**config.mk**
```make
export PLATFORM = sky130hd
export DESIGN_NAME = alu_share_arbiter
export DESIGN_NICKNAME = d
export VERILOG_FILES = /design/src/rtl/alu_share_arbiter.sv
export SDC_FILE = /design/constraint.sdc
export NUM_CORES = 1
export LEC_CHECK = 0
export BUFFER_PORTS_ARGS = -buffer_cell sky130_fd_sc_hd__clkbuf_2
export CORE_UTILIZATION = 40
export CTS_CLUSTER_SIZE = 10
export DETAILED_ROUTE_END_ITERATION = 7
export PLACE_DENSITY_LB_ADDON = 0.12
export REMOVE_ABC_BUFFERS = 1
export SYNTH_ARGS = -nofsm -noshare
export SYNTH_HDL_FRONTEND = slang
export SYNTH_SLANG_ARGS = --single-unit
```
**constraint.sdc**
```tcl
create_clock -name clk -period 2.5 [get_ports clk]
set_input_delay 0.125 -clock clk [delete_from_list [all_inputs] [get_ports clk]]
set_output_delay 0.125 -clock clk [all_outputs]
set_load 0.03 [all_outputs]
```
**src/rtl/alu_share_arbiter.sv**
```systemverilog
// Round-robin share of one combinational ALU between two requesters. Operands are latched at grant, and done follows grant by HOLD_CYCLES.
// Requests are sampled only in IDLE; a held request re-arbitrates after done. ALU_SHARE_STATS_EN adds the ops0/ops1 counters.
module alu_share_arbiter #(
  parameter int DATA_W      = 3,
  parameter int HOLD_CYCLES = 1
) (
  input  logic              clk,
  input  logic              rst_n,
  input  logic              req0,
  input  logic [1:0]        op0,
  input  logic [DATA_W-1:0] a0,
  input  logic [DATA_W-1:0] b0,
  input  logic              req1,
  input  logic [1:0]        op1,
  input  logic [DATA_W-1:0] a1,
  input  logic [DATA_W-1:0] b1,
  output logic              grant0,
  output logic              grant1,
  output logic              done0,
  output logic              done1,
  output logic [DATA_W:0]   result,
  output logic              busy,
  output logic [1:0]        alu_sel,
  output logic [DATA_W-1:0] alu_a,
  output logic [DATA_W-1:0] alu_b,
`ifdef ALU_SHARE_STATS_EN
  input  logic [DATA_W:0]   alu_q,
  output logic [7:0]        ops0,
  output logic [7:0]        ops1
`else
  input  logic [DATA_W:0]   alu_q
`endif
);

  typedef enum logic {IDLE = 1'b0, ISSUE = 1'b1} stateT;

  localparam logic [3:0] CntLast = 4'(HOLD_CYCLES - 1);

  stateT      state;
  stateT      nextState;
  logic       rr;
  logic       owner;
  logic [3:0] cnt;
  logic       issueGo;
  logic       captureGo;
  logic       pick;

  always_ff @(posedge clk or negedge rst_n) begin
    if (!rst_n) begin
      state <= IDLE;
    end else begin
      state <= nextState;
    end
  end

  always_comb begin
    nextState = state;
    issueGo   = 1'b0;
    captureGo = 1'b0;
    pick      = 1'b0;
    case (state)
      IDLE: begin
        if (req0 || req1) begin
          issueGo   = 1'b1;
          // rr only matters on contention; a lone requester always wins
          pick      = (req0 && req1) ? rr : req1;
          nextState = ISSUE;
        end
      end
      ISSUE: begin
        if (cnt == CntLast) begin
          captureGo = 1'b1;
          nextState = IDLE;
        end
      end
    endcase
  end

  always_comb begin
    busy = (state == ISSUE);
  end

  always_ff @(posedge clk or negedge rst_n) begin
    if (!rst_n) begin
      alu_sel <= '0;
      alu_a   <= '0;
      alu_b   <= '0;
      owner   <= 1'b0;
      rr      <= 1'b0;
      cnt     <= '0;
      grant0  <= 1'b0;
      grant1  <= 1'b0;
      done0   <= 1'b0;
      done1   <= 1'b0;
      result  <= '0;
    end else begin
      grant0 <= issueGo && !pick;
      grant1 <= issueGo && pick;
      done0  <= captureGo && !owner;
      done1  <= captureGo && owner;
      if (issueGo) begin
        alu_sel <= pick ? op1 : op0;
        alu_a   <= pick ? a1 : a0;
        alu_b   <= pick ? b1 : b0;
        owner   <= pick;
        rr      <= !pick;
        cnt     <= '0;
      end else if (state == ISSUE) begin
        cnt <= cnt + 4'd1;
      end
      if (captureGo) begin
        result <= alu_q;
      end
    end
  end

`ifdef ALU_SHARE_STATS_EN
  always_ff @(posedge clk or negedge rst_n) begin
    if (!rst_n) begin
      ops0 <= '0;
      ops1 <= '0;
    end else begin
      if (captureGo && !owner && ops0 != 8'hFF) ops0 <= ops0 + 8'd1;
      if (captureGo && owner && ops1 != 8'hFF) ops1 <= ops1 + 8'd1;
    end
  end
`endif

endmodule

```
==> metrics.md, run 1 <==
| Metric | Value |
|---|---|
| Critical-path top delay cell | dfrtp_1 |
| TritonCTS clock tree | done |
| CP Data Required Time | 2.71 ns |
| Synthesized instance count | 94 |
| Post-synthesis sequential area ratio | 0.560 |
| Avg Inst Size Synth | 10.9 sq um |
| Total negative slack | 0 ns |
| Initial antenna violation count | 0 |
| Via count | 851 |
| Max incr delay on CP | 0.51 ns |
| Max-slew violation count | 0 |
| Syn-to-layout area delta | 24.2% |
| Total gr overflow | 0 |
| Synthesized area | 1030 sq um |
| Die width | 52.7 um |
| IO buf count | 40 |
| CTS Root Cell | clkbuf_4 |
| Residual DRC | 0 |
| Synth unique cells | 24 |
| Layout Cells excl Fill | 164 |
| Number of synthesized flops with an enable pin | 0 |
| Slew @ Worst Pin | 0.547 ns |
| Yosys top cell area share | 0.560 |
| Placed cells | 159 |
| Diode count | 0 |
| Period utilization | 0.649 |
| Number of global-route vias before repair | 722 |
| Clock-pin slew on the worst setup and hold paths | 0.13 ns |
| WL final | 2050 um |
| Crit-path cells | inv_2 -> nor4b_4 -> mux2_2 |
| CP arrival | 1.83 ns |
| P_leak | 0.604 nW |
| Final RePlAce weighted congestion | 0.752 |
| Ranking of synthesized cells by area | dfrtp_1, o2111ai_1, o21ai_0 |
| Layout cells sized above 1 | 0.381 |
| Initial core utilization | 0.419 |
| Synth warn | 0 |
| Fin crit period | 1.62 ns |
| Critical path endpoint category | register |
| Worst hold margin | 0.0416 ns |
| Core area | 2450 sq um |
| Total GRT Usage | 0.165 |
| Via-to-Cell Ratio | 5.19 |
| Routed len/inst | 12.5 um |
| Post-DP HPWL | 1570 um |
| Worst-Skew Late Latency | 0.31 ns |
| Starting DRT DRC Count | 4 |
| Post_cts resized | 0 |
| Largest net degree at the start of global routing | 24 |
| Buffer count from post-CTS setup fixing | 0 |
| Final count of hold timing violations | 0 |
| CTS sink cnt | 23 |
| H-tree levels | 1 |
| Status | finished, final reports clean |
| Worst vdd ir | 0.583 mV |
| Cell taking the most area after synthesis | dfrtp_1 |
| FFs w/ async S/R, synth | 1.00 |
| Fin nets | 161 |
| Fmax | 617 MHz |
| Num ports | 41 |
| Final setup viols | 0 |
| DRT antenna net count | 0 |
| Initial DRT Pass Iterations | 3 |
| Full die area | 2780 sq um |
| Worst Hold Class | input port to register |
| Relative slew slack | 0.635 |
| Pwr/cell area | 1240 nW/um^2 |
| Site row count | 18 |
| First-pass GRT wire length | 3230 um |
| Clock skew | 0.00345 ns |
| Most used DFF post-synth | dfrtp_1 |
| Startpoint Class | register |
| Crit path kind | register to register |
| Total CTS buffers | 3 |
| RSZ-0062 raised after global routing | false |
| Synth Register Bits | 23 |
| Die height | 52.7 um |
| CP max FO | 10 |
| Max clock buf depth | 2 |
| Maxcap violations | 0 |
## where the power goes
part	switching (mW)	leakage (nW)	total (mW)	internal, mW
clock	0.114	0.0139	0.175	0.0610
combinational	0.478	0.317	0.742	0.264
sequential	0.126	0.273	0.664	0.538
## registers in the layout, summed over array words and instances (netlist names)
name	flops
busy	1
done0	1
alu_a	3
result	4
owner	1
done1	1
rr	1
grant0	1
cnt	4
alu_sel	2
alu_b	3
grant1	1
## timing repair
action                                 in CTS  in global routing
setup endpoints to repair                   0                  0
hold buffers                                1                  0
endpoints found under the hold margin      23                  0
## worst max-delay path, delay by kind of cell, from the launching register on
kind          cells  cell delay, ns
flops             1            0.51
simple gates      1            0.47
mux               1            0.39
buf+inv           1            0.15
## kinds of logic (layout without fill, tap and decap cells)
kind of cell	Yosys count	after routing	synth area share
AOI/OAI and AO/OA	31	31	0.203
adders and majority gates	2	2	0.0243
buffers and inverters	9	49	0.0426
DFF	23	23	0.560
muxes	4	4	0.0438
and+or+nand+nor	25	25	0.127
## area by class of cell
cell class,count,area [sq um]
Tap cell,30,37.5
Fill cell,239,1180
Timing Repair Buffer,41,210
Clock inverter,1,7.51
Multi-Input combinational cell,62,409
Clock buffer,3,22.5
Sequential cell,23,576
Inverter,4,15.0
## cells in the final DEF, fill, tap and decap left out, types with 2 or more instances in the layout
master     instances
a31oi_1            8
clkbuf_2          40
clkbuf_4           3
dfrtp_1           23
ha_1               2
inv_1              3
mux2_2             4
nand2_1            3
nand3_1            2
nor2_1            13
nor2b_1            2
o2111ai_1          8
o21ai_0           11
## synth_stat cells, types with 2 or more instances
master     count
mux2_2         4
nand2_1        3
o2111ai_1      8
a31oi_1        8
inv_1          3
clkbuf_1       2
ha_1           2
buf_2          2
nor2b_1        2
o21ai_0       11
dfrtp_1       23
nand3_1        2
nor2_1        13
## metal layers
layer / wire, um / part of all wire / GRT usage / up-vias
met5: 0 / 0 / 0 / -
met4: 12 / 0.0058 / 0.0789 / 0
met3: 66 / 0.032 / 0.0377 / 2
met2: 957 / 0.47 / 0.226 / 18
met1: 1010 / 0.49 / 0.243 / 400
li1: - / - / - / 431
## worst paths after layout
check,from,endpoint,slack [ns],cells past startpoint
min in group asynchronous,rst_n,alu_sel[0],0.31,2
hold reg to reg,owner,done0,0.47,1
setup / recovery,busy,result[0],0.88,3
setup reg to reg,busy,result[0],0.88,3
hold / removal,alu_q[2],result[2],0.04,2
max in group asynchronous,rst_n,busy,1.84,2
## stage by stage
stage / cell area, sq um / worst slack, ns / power, mW / utilization
after floorplan: 1000 / 0.816 / 1.19 / -
after global placement: 1240 / 0.924 / 1.40 / 0.504
after detailed placement: 1240 / 0.879 / 1.43 / 0.504
after CTS: 1280 / 0.859 / 1.60 / 0.520
after global routing: 1280 / 0.773 / 1.70 / 0.520
final: 1280 / 0.878 / 1.58 / 0.520
No activity file was read; power rests on OpenSTA's default activity.
==> run 2: changes to the inputs <==
- clock period: 2.5 -> 1.5 ns (I/O delays scaled with it)
==> run 2 against run 1 <==
- combinational power grew 87%
- fmax rose by 11%
- sequential power grew 58%
- register-to-register slack got worse by 0.84 ns
- critical path depth is 2 higher
- utilization rose by 4.8 points
- cell count increased by 7.9%
- non-clock buffer count rose by 13
- largest cell class unchanged
==> metrics.md, run 2 (synthesis gave the netlist of run 1 again) <==
| Metric | Value |
|---|---|
| Number of global-route vias before repair | 746 |
| Final core utilization | 0.568 |
| Starting DRT DRC Count | 11 |
| CTS sink cnt | 23 |
| Post-DP HPWL | 1550 um |
| H-tree levels | 1 |
| Fin nets | 174 |
| WL final | 2140 um |
| Clock-pin slew on the worst setup and hold paths | 0.13 ns |
| Max incr delay on CP | 0.42 ns |
| Hold path cells | 3 |
| Slew @ Worst Pin | 0.551 ns |
| Crit-path cells | inv_1 -> ha_1 -> nor4b_4 -> buf_4 -> mux2_2 |
| Fin crit period | 1.46 ns |
| Final RePlAce weighted congestion | 0.781 |
| Layout Cells excl Fill | 177 |
| Initial antenna violation count | 0 |
| Syn-to-layout area delta | 35.6% |
| Leading cell types in the layout, fill and taps excluded | clkbuf_2, dfrtp_1, nor2_1 |
| Full die area | 2780 sq um |
| Site row count | 18 |
| Status | finished, final reports clean |
| Final setup viols | 0 |
| Max clock buf depth | 2 |
| CP arrival | 1.67 ns |
| Total gr overflow | 0 |
| Num ports | 41 |
| Pwr/cell area | 1960 nW/um^2 |
| Commonest non-fill, non-tap cell in the layout | clkbuf_2 |
| Final worst slack | 0.0404 ns |
| Crit path kind | register to register |
| Fmax | 685 MHz |
| CTS Root Cell | clkbuf_4 |
| Via count | 903 |
| Initial DRT Pass Iterations | 4 |
| Maxcap violations | 0 |
| Worst vdd ir | 1.13 mV |
| Initial core utilization | 0.419 |
| Total GRT Usage | 0.167 |
| Worst hold margin | 0.00416 ns |
| Critical-path top delay cell | dfrtp_1 |
| Die height | 52.7 um |
| DRT antenna net count | 0 |
| Reg2reg path depth | 5 |
| Largest net degree at the start of global routing | 24 |
| Top Registers | cnt x4, result x4 |
| RSZ-0062 raised after global routing | false |
| Final count of hold timing violations | 0 |
| Critical path endpoint category | register |
| CP max FO | 7 |
| Worst-Skew Late Latency | 0.31 ns |
| Worst Hold Class | input port to register |
| Placed cells | 163 |
| Relative slew slack | 0.633 |
| Clock skew | 0.00150 ns |
| Via-to-Cell Ratio | 5.10 |
| Routed len/inst | 12.1 um |
| Layout cells sized above 1 | 0.381 |
| P_leak | 0.662 nW |
| Residual DRC | 0 |
| TritonCTS clock tree | done |
| Place WS | 0.000465 ns |
| Diode count | 0 |
| Startpoint Class | register |
| Die width | 52.7 um |
| Total CTS buffers | 3 |
| IO buf count | 40 |
| Post_cts resized | 0 |
| Core area | 2450 sq um |
| CP Data Required Time | 1.71 ns |
| Max-slew violation count | 0 |
| Period utilization | 0.973 |
| First-pass GRT wire length | 3240 um |
## run 2: changes by cell type in the layout (fill, tap and decap cells not counted), sizes merged
cell and change:
dlygate4sd3 +8, buf +5
## run 2: path summary, 6_finish.rpt
path | slack, ns | end | from
setup / recovery | 0.04 | result[0] | cnt[1]
hold / removal | 0.004 | alu_b[2] | b0[2]
setup reg to reg | 0.04 | result[0] | cnt[1]
hold reg to reg | 0.46 | done0 | owner
max in group asynchronous | 0.88 | alu_b[0] | rst_n
min in group asynchronous | 0.26 | alu_b[1] | rst_n
## run 2: cell type report
| class | instances | area [sq um] |
|---|---|---|
| fillers | 237 | 1060 |
| flip-flops and latches | 23 | 576 |
| multi-input cells | 62 | 409 |
| repair buffers | 54 | 328 |
| well taps | 30 | 37.5 |
| clock buffers | 3 | 22.5 |
| inverters | 4 | 15.0 |
| clock inverters | 1 | 7.51 |
## run 2: report_power, final
group / internal, mW / leakage [nW] / switching (mW) / total [mW]
clock: 0.102 / 0.0139 / 0.192 / 0.294
combinational: 0.522 / 0.375 / 0.866 / 1.39
sequential: 0.897 / 0.273 / 0.156 / 1.05
## run 2: critical path: cells and delay by family (launching register included)
kind          cells  cell delay, ns
fa+ha+maj         1            0.14
buf+inv           2            0.27
flops             1            0.42
mux               1            0.34
simple gates      1            0.19
## run 2: metrics by stage
step | total power [mW] | instance area (sq um) | TNS [ns]
final | 2.74 | 1400 | 0
after global routing | 2.94 | 1400 | 0
after CTS | 2.77 | 1400 | 0
after detailed placement | 2.44 | 1270 | 0
after global placement | 2.40 | 1270 | 0
after floorplan | 1.99 | 1000 | -0.736
## run 2: timing repair
item | in CTS | in global routing
hold buffers | 9 | 0
hold endpoints to repair | 31 | 0
buffers inserted | 1 | 0
setup endpoints to repair | 1 | 0
## run 2: per-layer routing
metal,routed length [um],GRT usage,share of wire,vias to the layer above
met5,0,0,0,-
met4,31,0.0789,0.014,0
met3,97,0.0377,0.045,4
met2,1030,0.257,0.48,22
met1,987,0.220,0.46,425
li1,-,-,-,452
